$ cat config.mk
export PLATFORM = sky130hd
export DESIGN_NAME = reg_writeback
export DESIGN_NICKNAME = d
export VERILOG_FILES = /design/src/rtl/reg_writeback.sv
export SDC_FILE = /design/constraint.sdc
export NUM_CORES = 1
export LEC_CHECK = 0
export BUFFER_PORTS_ARGS = -buffer_cell sky130_fd_sc_hd__buf_2
export CORE_MARGIN = 4
export CORE_UTILIZATION = 40
export CTS_CLUSTER_SIZE = 10
export DETAILED_ROUTE_END_ITERATION = 7
export PLACE_DENSITY = 0.71
export SLEW_MARGIN = 20
export SYNTH_ARGS = -nofsm -noshare
export SYNTH_HDL_FRONTEND = slang
export SYNTH_SLANG_ARGS = --single-unit
$ cat constraint.sdc
create_clock -name clk -period 2.7 [get_ports clk]
set_input_delay 0.27 -clock clk [delete_from_list [all_inputs] [get_ports clk]]
set_output_delay 0.27 -clock clk [all_outputs]
set_load 0.005 [all_outputs]
$ cat src/rtl/reg_writeback.sv
// rtl/reg_writeback.sv - register-file write sequencer: result FIFO, registered write port, pending mask
// Optional WB_BYPASS_EN: a result pushed into an empty, unheld FIFO loads the write port directly.
module reg_writeback #(
  parameter int PW    = 4,
  parameter int DEPTH = 4
) (
  input  logic                       clk,
  input  logic                       reset,
  input  logic                       start,
  input  logic                       res_valid,
  output logic                       res_ready,
  input  logic [PW-1:0]              res_addr,
  input  logic [7:0]                 res_data,
  input  logic                       res_flag,
  input  logic                       hold,
  output logic                       wr_en,
  output logic [PW-1:0]              wr_addr,
  output logic [7:0]                 dat_in,
  output logic                       flag,
  output logic [(2**PW)-1:0]         pend_mask,
  output logic [$clog2(DEPTH):0]     occupancy
);

  localparam int AW = $clog2(DEPTH);
  localparam int CW = AW + 1;

  logic [PW-1:0]      r_addr_q [DEPTH];
  logic [7:0]         r_data_q [DEPTH];
  logic               r_flag_q [DEPTH];
  logic [AW-1:0]      r_rd_ptr;
  logic [AW-1:0]      r_wr_ptr;
  logic [CW-1:0]      r_occ;
  logic               r_wr_en;
  logic [PW-1:0]      r_wr_addr;
  logic [7:0]         r_dat;
  logic               r_flag;

  logic               w_ready;
  logic               w_push;
  logic               w_pop;
  logic               w_bypass;
  logic               w_fifo_push;
  logic [(2**PW)-1:0] w_pend;

  assign w_ready     = (r_occ != CW'(DEPTH)) && !start;
  assign w_push      = res_valid && w_ready;
  assign w_pop       = !hold && (r_occ != '0);
`ifdef WB_BYPASS_EN
  assign w_bypass    = w_push && (r_occ == '0) && !hold;
`else
  assign w_bypass    = 1'b0;
`endif
  assign w_fifo_push = w_push && !w_bypass;

  always_ff @(posedge clk) begin
    if (w_fifo_push) begin
      r_addr_q[r_wr_ptr] <= res_addr;
      r_data_q[r_wr_ptr] <= res_data;
      r_flag_q[r_wr_ptr] <= res_flag;
    end
  end

  always_ff @(posedge clk or posedge reset) begin
    if (reset) begin
      r_rd_ptr  <= '0;
      r_wr_ptr  <= '0;
      r_occ     <= '0;
      r_wr_en   <= 1'b0;
      r_wr_addr <= '0;
      r_dat     <= '0;
      r_flag    <= 1'b0;
    end else if (start) begin
      // Flush drops queued stale results so they cannot overwrite the freshly cleared registers.
      r_rd_ptr  <= '0;
      r_wr_ptr  <= '0;
      r_occ     <= '0;
      r_wr_en   <= 1'b0;
    end else begin
      if (w_fifo_push) r_wr_ptr <= r_wr_ptr + 1'b1;
      if (w_pop)       r_rd_ptr <= r_rd_ptr + 1'b1;
      r_occ <= r_occ + CW'(w_fifo_push) - CW'(w_pop);
      if (w_pop) begin
        r_wr_en   <= 1'b1;
        r_wr_addr <= r_addr_q[r_rd_ptr];
        r_dat     <= r_data_q[r_rd_ptr];
        r_flag    <= r_flag_q[r_rd_ptr];
      end else if (w_bypass) begin
        r_wr_en   <= 1'b1;
        r_wr_addr <= res_addr;
        r_dat     <= res_data;
        r_flag    <= res_flag;
      end else begin
        r_wr_en   <= 1'b0;
      end
    end
  end

  // Slots from the read pointer up to occupancy are live; the output stage counts while wr_en is high.
  always_comb begin
    w_pend = '0;
    for (int i = 0; i < DEPTH; i++) begin
      if (CW'(i) < r_occ) w_pend[r_addr_q[r_rd_ptr + AW'(i)]] = 1'b1;
    end
    if (r_wr_en) w_pend[r_wr_addr] = 1'b1;
  end

  assign res_ready = w_ready;
  assign wr_en     = r_wr_en;
  assign wr_addr   = r_wr_addr;
  assign dat_in    = r_dat;
  assign flag      = r_flag;
  assign pend_mask = w_pend;
  assign occupancy = r_occ;

endmodule
==> run_results.csv, run 1 <==
group,metric,value,unit
yosys,netlist-cell-type-count,42,
critical_path,end_kind,"primary output",
placement,place_congestion,0.9284,
critical_path,critPathTopFamily,"multiplexers",
clocking,clk_latency,0.35,ns
critical_path,cp.required,2.43,ns
clocking,numCtsBuffers,9,
clocking,h-tree-depth,3,
floorplanning,rows,36,
grt,grt_pass1_wl,14.93,mm
floorplanning,die_h,109.0,microns
critical_path,crit_buf_inv,2,
min_path,hp-class,"input port to asynchronous set/reset pin",
floorplanning,die_area,0.01188,sq mm
floorplanning,coreArea,0.009864,sq mm
placement,dp_slack,0.3132,ns
placement,place.port_buffers,51,
finish,nNetsFinal,391,
finish,n_antenna_cell,0,
yosys,synthArstFlopShare,28.77,%
critical_path,cp_max_fo,7,
critical_path,r2r-start,"occupancy[1]",
route,detail-route-antenna-nets,0,
placement,place_hpwl,6.802,mm
timing,relSlewSlack,42.60,%
floorplanning,dieWidth,109.0,microns
flow_run,cap_violations,0,
yosys,avgSynthCellArea,13.78,sq um
floorplanning,io_pins,52,
clocking,cts_max_path_buffers,2,
power_and_ir_drop,leakage,1.802,nW
critical_path,worstPathCellList,"clkbuf_4 > mux4_2 > nor4b_4 > a22oi_1 > nand4_1 > buf_2",
grt,track_usage,16.61,%
finish,multi_input_area,0.001928,sq mm
critical_path,rrSetupSlack,0.32,ns
grt,grt_overflow_total,0,
clocking,cts_sinks,73,
finish,layout_common_cells,"52 x edfxtp_1, 51 x buf_2, 20 x nand3_1, 20 x dfrtp_1, 17 x mux4_2",
timing,final.setup.worst_slack,0.1028,ns
clocking,path_clk_slew,0.08,ns
route,drc,0,
finish,ff_latch_area,0.002091,sq mm
timing,setup_viol,0,
grt,grt_pass1_vias,2820,
timing,max_freq,385.0,MHz
timing,fin_worst_skew,0.01725,ns
finish,layout_commonest_cell,"edfxtp_1",
yosys,syn_nets,323,
finish,area_growth_syn_to_layout,19.20,%
route,drt_iter0_markers,167,
clocking,root_buffer,"clkbuf_8",
critical_path,startpoint_type,"register",
yosys,synth_ff_type,"edfxtp_1",
critical_path,cpMaxStageDelayCell,"mux4_2",
yosys,synth_warnings,0,
yosys,synth-edff-count,52,
timing,rsz0062_at_grt,"no",
timing,finalSetupTns,0,ns
power_and_ir_drop,ir_worst_vdd,0.6171,mV
floorplanning,initial_core_util,41.35,%
grt,grt_max_degree,27,
critical_path,timing_worst_setup_path_type,"register to primary output",
yosys,seq_area_frac_synth,51.17,%
clocking,cts_tree,"yes",
yosys,synth_area,0.004079,sq mm
route,wl,9.353,mm
critical_path,cp.arrival,2.33,ns
yosys,synthCells,296,
finish,nFillCells,850,
route,dr.pass1.iters,4,
finish,drive_above_1_share,37.67,%
status,outcome,"finished clean",
grt,antenna_found_initial,0,
power_and_ir_drop,p_per_area,933.8,mW/mm^2
route,vias,2821,
route,wl_per_cell,18.63,microns
timing,min_period,2.597,ns
timing,drv_slew,0,
timing,period_share,96.19,%
timing,worst_pin_slew,0.8601,ns
critical_path,max_stage_delay,0.60,ns
critical_path,cp-startpoint,"r_rd_ptr[0]",
route,avgViaCountPerCell,5.620,
timing,hold_viol_final,0,
yosys,ys_ff_latch,73,
## what timing repair did
item                                    in CTS  in global routing
resized for setup                            2                  9
endpoints found under the setup margin      16                 16
pin swaps                                    0                  1
cloned                                       0                  0
setup buffers                                0                  9
hold buffers                                 0                  0
## cell usage after synthesis, types with 2 or more instances
library cell / n / share of area (%)
a21oi_1: 2 / 0.25
a22oi_1: 16 / 2.9
and2_1: 4 / 0.61
and2b_1: 3 / 0.55
and3_1: 6 / 0.92
and3b_1: 2 / 0.43
buf_2: 2 / 0.25
buf_4: 3 / 0.55
buf_6: 4 / 1.1
dfrtp_1: 21 / 13
edfxtp_1: 52 / 38
ha_1: 8 / 2.5
inv_1: 9 / 0.83
mux2_2: 16 / 4.4
mux2i_1: 9 / 2.2
mux4_1: 4 / 2.6
mux4_2: 17 / 9.4
nand2_1: 14 / 1.3
nand2b_1: 2 / 0.31
nand3_1: 20 / 2.5
nand4_1: 16 / 2.5
nor2_1: 13 / 1.2
nor2b_1: 10 / 1.5
nor3_1: 2 / 0.25
nor3_2: 2 / 0.49
nor3b_1: 2 / 0.37
nor3b_2: 4 / 1.2
nor4b_4: 2 / 1.2
o211ai_1: 16 / 2.9
xnor2_1: 3 / 0.64
## per-layer routing
| metal | up-vias | global-route usage [%] | routed length, microns |
|---|---|---|---|
| li1 | 1314 | - | - |
| met1 | 1401 | 21.61 | 4120 |
| met2 | 90 | 26.84 | 4511 |
| met3 | 16 | 4.440 | 522 |
| met4 | 0 | 5.771 | 199 |
| met5 | - | 0 | 0 |
## layout make-up
type                            instances  area share [%]
Clock buffer                            9           2.548
Timing Repair Buffer                   68           8.132
Multi-Input combinational cell        203           39.66
Tap cell                              133           3.423
Inverter                                9          0.6948
Clock inverter                          7           2.548
Sequential cell                        73           43.00
## power breakdown
group / leakage, nW / internal [mW] / switching (mW)
Sequential: 0.730 / 1.40 / 0.167
Clock: 0.121 / 0.623 / 0.428
Combinational: 0.952 / 0.905 / 1.02
Total: 1.80 / 2.93 / 1.61
## metrics by stage
step | total power [mW] | instance area, sq um | utilization (%) | cells | hold slack (ns)
floorplan | 2.818 | 4079 | - | 296 | 0.2465
global placement | 3.340 | 4494 | 45.56 | 477 | 0.4804
detailed placement | 3.382 | 4501 | 45.62 | 477 | 0.4875
CTS | 4.446 | 4757 | 48.22 | 493 | 0.1130
global route | 4.832 | 4862 | 49.29 | 502 | 0.1136
finish | 4.540 | 4862 | 49.29 | 502 | 0.08242
## flip-flops by register name, indices dropped and copies added (netlist names), 2 cells and up
name	flops
r_data_q	32
r_addr_q	16
dat_in	8
r_flag_q	4
wr_addr	4
occupancy	3
r_rd_ptr	2
r_wr_ptr	2
## cells by family after synthesis
group                      share of synthesized area [%]
buffers and inverters                              2.914
adders and majority gates                          2.945
DFF                                                51.17
AOI/OAI and AO/OA                                  6.503
and+or+nand+nor                                    16.90
xor gates and xnor gates                          0.6443
muxes                                              18.93
## path summary, 6_finish.rpt
path,to,cells past startpoint
setup / recovery,pend_mask[6],6
hold / removal,dat_in[3],2
setup reg to reg,occupancy[2],11
hold reg to reg,dat_in[7],1
max in group asynchronous,r_rd_ptr[0],2
min in group clk,r_data_q[2][6],1
(Power assumes the default switching activity.)
==> inputs of run 2 (changes only) <==
--- a/config.mk
+++ b/config.mk
@@ -11,6 +11,7 @@
 export CTS_CLUSTER_SIZE = 10
 export DETAILED_ROUTE_END_ITERATION = 7
 export PLACE_DENSITY = 0.71
+export SETUP_SLACK_MARGIN = 0.5
 export SLEW_MARGIN = 20
 export SYNTH_ARGS = -nofsm -noshare
 export SYNTH_HDL_FRONTEND = slang
==> run_results.csv, run 2 (synthesis results as in run 1) <==
group,metric,value,unit
power_and_ir_drop,combinationalPowerShare,47.2,%
timing,fin_worst_skew,0.01064,ns
finish,layout_common_cells,"52 x edfxtp_1, 51 x buf_2, 20 x mux4_2, 20 x nand3_1, 18 x buf_4",
floorplanning,dieWidth,109.0,microns
critical_path,crit_buf_inv,3,
power_and_ir_drop,p_per_area,922.0,mW/mm^2
power_and_ir_drop,p_clk_share,18.7,%
floorplanning,rows,36,
power_and_ir_drop,ir_worst_vdd,0.5685,mV
critical_path,end_kind,"primary output",
critical_path,cpMaxStageDelayCell,"mux4_2",
route,dr.pass1.iters,4,
timing,drv_slew,0,
clocking,h-tree-depth,3,
critical_path,critPathTopFamily,"multiplexers",
grt,grt_pass1_wl,16.06,mm
route,wl,9.985,mm
route,detail-route-antenna-nets,0,
clocking,cts_sinks,73,
power_and_ir_drop,power_frac_seq,34.1,%
placement,place_hpwl,7.017,mm
flow_run,cap_violations,0,
timing,period_share,96.04,%
timing,setup_viol,0,
clocking,cts_max_path_buffers,2,
critical_path,cp.arrival,2.32,ns
timing,worst_pin_slew,0.8695,ns
route,drt_iter0_markers,214,
timing,timing.hold.ws,0.09250,ns
placement,place.port_buffers,51,
placement,place_congestion,0.8726,
finish,area_growth_syn_to_layout,22.70,%
floorplanning,initial_core_util,41.35,%
timing,relSlewSlack,41.97,%
grt,grt_pass1_vias,2874,
floorplanning,die_area,0.01188,sq mm
timing,finalSetupTns,0,ns
clocking,numCtsBuffers,9,
grt,antenna_found_initial,0,
finish,layout_commonest_cell,"edfxtp_1",
power_and_ir_drop,switching_share,37.30,%
power_and_ir_drop,switchingPower,1.721,mW
finish,ff_latch_area,0.002095,sq mm
floorplanning,die_h,109.0,microns
clocking,cts_hold_buf,0,
clocking,root_buffer,"clkbuf_8",
floorplanning,coreArea,0.009864,sq mm
finish,multi_input_area,0.002014,sq mm
critical_path,worstPathCellList,"buf_12 > mux4_2 > nor4b_4 > buf_4 > a22oi_1 > nand4_1 > buf_2",
route,wl_per_cell,19.66,microns
finish,fin_util,50.74,%
clocking,cts_tree,"yes",
finish,n_antenna_cell,0,
finish,largest-register,"r_data_q",
grt,grt_overflow_total,0,
finish,nNetsFinal,397,
timing,hold_viol_final,0,
critical_path,timing_worst_setup_path_type,"register to primary output",
clocking,clk_latency,0.34,ns
critical_path,startpoint_type,"register",
route,vias,2834,
status,outcome,"finished clean",
grt,track_usage,17.71,%
finish,nFillCells,845,
timing,max_freq,385.7,MHz
critical_path,max_stage_delay,0.52,ns
route,avgViaCountPerCell,5.579,
min_path,hp-class,"input port to asynchronous set/reset pin",
timing,min_period,2.593,ns
power_and_ir_drop,p_int,2.893,mW
clocking,path_clk_slew,0.08,ns
finish,drive_above_1_share,45.07,%
grt,grt_max_degree,22,
critical_path,cp.required,2.43,ns
floorplanning,io_pins,52,
route,drc,0,
power_and_ir_drop,leakage,1.843,nW
timing,rsz0062_at_grt,"yes",
finish,largest_reg_flops,32,
critical_path,cp_max_fo,8,
## run 2: cell types whose count changed in the layout (fill, tap and decap cells not counted), sizes merged
cell / delta
clkinv: +2
buf: +6
clkbuf: -1
bufinv: -2
bufbuf: +1
## run 2: routing by layer
metal	share of wire, %	global-route usage, %
met1	43	24.50
met2	49	28.03
met3	6.5	4.204
met4	1.2	4.869
met5	0	0
## run 2: path summary, 6_finish.rpt
check | slack [ns] | to | cells after the start | from
max | 0.11 | pend_mask[6] | 7 | r_rd_ptr[0]
min in group clk | 0.14 | r_addr_q[1][1] | 1 | res_addr[1]
min | 0.09 | dat_in[5] | 2 | reset
max reg2reg | 0.60 | occupancy[1] | 11 | occupancy[1]
max in group asynchronous | 1.98 | r_rd_ptr[0] | 2 | reset
min reg2reg | 0.51 | dat_in[2] | 1 | dat_in[2]
## run 2: per-stage QoR
step | std cells | cell area, sq um | setup slack [ns] | total power, mW
after detailed placement | 475 | 4483 | 0.3300 | 3.386
after CTS | 503 | 4940 | 0.1342 | 4.549
final | 508 | 5005 | 0.1070 | 4.614
after floorplan | 296 | 4083 | 0.5637 | 2.821
after global placement | 475 | 4483 | 0.3550 | 3.347
after global routing | 508 | 5005 | 0.02170 | 4.904
## run 2: timing repair
action / in CTS / in global routing
endpoints found under the setup margin: 17 / 17
pin swaps: 14 / 8
gates resized for setup: 32 / 10
buffers inserted: 11 / 5
gates cloned: 1 / 0
## run 2: power by group through the flow
stage          Combinational, mW  Sequential (mW)  Clock (mW)
2_1_floorplan               1.27             1.55           0
3_3_place_gp                1.73             1.62           0
3_5_place_dp                1.75             1.63           0
4_1_cts                     2.09             1.57       0.883
5_1_grt                     2.37             1.60       0.933
6_report                    2.18             1.57       0.863
## run 2: cell type report
cell class / count / share of cell area [%]
Timing Repair Buffer: 74 / 9.875
Multi-Input combinational cell: 203 / 40.25
Sequential cell: 73 / 41.85
Tap cell: 133 / 3.325
Clock inverter: 7 / 1.550
Inverter: 9 / 0.6750
Clock buffer: 9 / 2.475
==> inputs of run 3 (changes only) <==
==> constraint.sdc (replaced) <==
create_clock -name clk -period 2.7 [get_ports clk]
set_input_delay 0 -clock clk [delete_from_list [all_inputs] [get_ports clk]]
set_output_delay 0 -clock clk [all_outputs]
set_load 0.005 [all_outputs]
==> run_results.csv, run 3 (synthesis results as in run 1) <==
group,metric,value,unit
timing,rsz0062_at_grt,"yes",
power_and_ir_drop,p_clk_share,17.8,%
status,outcome,"finished clean",
finish,largest_reg_flops,32,
power_and_ir_drop,p_per_area,877.5,mW/mm^2
critical_path,rrSetupSlack,0.52,ns
clocking,path_clk_slew,0.09,ns
critical_path,startpoint_type,"register",
clocking,numCtsBuffers,9,
timing,hold_viol_final,0,
grt,met3_usage,3.967,%
clocking,cts_tree,"yes",
critical_path,cp.arrival,2.30,ns
route,vias,2994,
grt,top_usage_layer,"met2",
floorplanning,die_h,109.0,microns
timing,drv_slew,0,
timing,setup_viol,0,
timing,max_freq,434.6,MHz
grt,met2_usage,29.12,%
finish,nNetsFinal,417,
clocking,clk_latency,0.34,ns
grt,grt_util_met1,23.17,%
power_and_ir_drop,combinationalPowerShare,47.2,%
timing,finalSetupTns,0,ns
clocking,root_buffer,"clkbuf_8",
power_and_ir_drop,p_int,2.772,mW
clocking,cts_max_path_buffers,2,
finish,area_growth_syn_to_layout,25.71,%
power_and_ir_drop,switching_share,38.38,%
route,wl_per_cell,18.51,microns
power_and_ir_drop,ir_worst_vdd,0.5039,mV
route,wl,9.772,mm
route,dr.pass1.iters,7,
finish,n_antenna_cell,0,
clocking,cts_sinks,73,
floorplanning,dieWidth,109.0,microns
critical_path,cp_max_fo,7,
timing,relSlewSlack,37.46,%
min_path,hp-class,"input port to register",
power_and_ir_drop,leakage,1.886,nW
timing,worst_pin_slew,0.9371,ns
timing,period_share,85.22,%
timing,fin_worst_skew,0.01148,ns
clocking,h-tree-depth,3,
grt,grt_pass1_wl,16.11,mm
critical_path,end_kind,"primary output",
floorplanning,coreArea,0.009864,sq mm
grt,track_usage,17.56,%
critical_path,cp.required,2.70,ns
route,detail-route-antenna-nets,0,
power_and_ir_drop,switchingPower,1.727,mW
route,avgViaCountPerCell,5.670,
grt,grt_max_degree,22,
power_and_ir_drop,power,4.499,mW
finish,largest-register,"r_data_q",
placement,place_congestion,0.8830,
power_and_ir_drop,power_frac_seq,35.0,%
floorplanning,rows,36,
route,drt_iter0_markers,243,
grt,grt_pass1_vias,3096,
floorplanning,io_pins,52,
grt,grt_overflow_total,0,
finish,layout_common_cells,"52 x edfxtp_1, 51 x buf_2, 24 x buf_4",
finish,layout_commonest_cell,"edfxtp_1",
finish,nFillCells,840,
critical_path,timing_worst_setup_path_type,"register to primary output",
placement,place.port_buffers,51,
flow_run,cap_violations,0,
floorplanning,initial_core_util,41.35,%
grt,antenna_found_initial,0,
placement,place_hpwl,6.847,mm
timing,min_period,2.301,ns
finish,drive_above_1_share,44.30,%
floorplanning,die_area,0.01188,sq mm
route,drc,0,
-- run 3: what timing repair did --
action                                 CTS  global route
buffers inserted                        13             5
gates resized for setup                 35             8
pin swaps                               14            17
hold buffers                            16             0
setup endpoints to repair               18            18
endpoints found under the hold margin   79             0
-- run 3: final timing paths --
| kind | start | endpoint | cells after the start |
|---|---|---|---|
| setup / recovery | r_rd_ptr[0] | pend_mask[6] | 6 |
| hold / removal | res_valid | r_wr_ptr[0] | 3 |
| setup reg to reg | occupancy[0] | occupancy[2] | 11 |
| hold reg to reg | dat_in[3] | dat_in[3] | 1 |
| max in group asynchronous | reset | r_rd_ptr[0] | 3 |
| min in group asynchronous | reset | dat_in[4] | 3 |
-- run 3: power groups by stage --
stage	clock network (mW)	registers (mW)	logic (mW)
floorplan	0	1.55	1.27
global placement	0	1.63	1.70
detailed placement	0	1.64	1.73
CTS	0.819	1.58	2.06
global route	0.868	1.61	2.31
finish	0.799	1.58	2.13
-- run 3: through the flow --
stage,setup slack [ns],instance area [sq um],utilization [%],std cells,hold WS (ns)
finish,0.3991,5127,51.98,528,0.05893
global route,0.2945,5127,51.98,528,0.06451
CTS,0.4128,5067,51.37,523,0.03965
detailed placement,0.4431,4493,45.55,478,0.2190
global placement,0.5194,4493,45.55,478,0.2123
floorplan,0.5637,4083,-,296,-0.02347
-- run 3: cell type report --
type | count | area [sq um] | share of cell area [%]
sequential | 73 | 2096 | 40.87
multi-input combinational | 203 | 2008 | 39.17
timing repair buffer | 94 | 638.1 | 12.45
tap | 133 | 166.4 | 3.245
clock buffer | 9 | 123.9 | 2.416
clock inverter | 7 | 61.31 | 1.196
inverter | 9 | 33.78 | 0.6589
-- run 3: layer usage --
metal,routed length [microns],vias up
li1,-,1367
met1,4322,1495
met2,4681,116
met3,604,16
met4,163,0
met5,0,-
-- run 3: worst max-delay path, stage by stage, from the launching register on --
cell and delay [ns]:
dfrtp_4 0.44, buf_6 0.15, mux4_2 0.58, nor3b_2 0.35, a22oi_1 0.17, nand4_1 0.15, buf_2 0.13
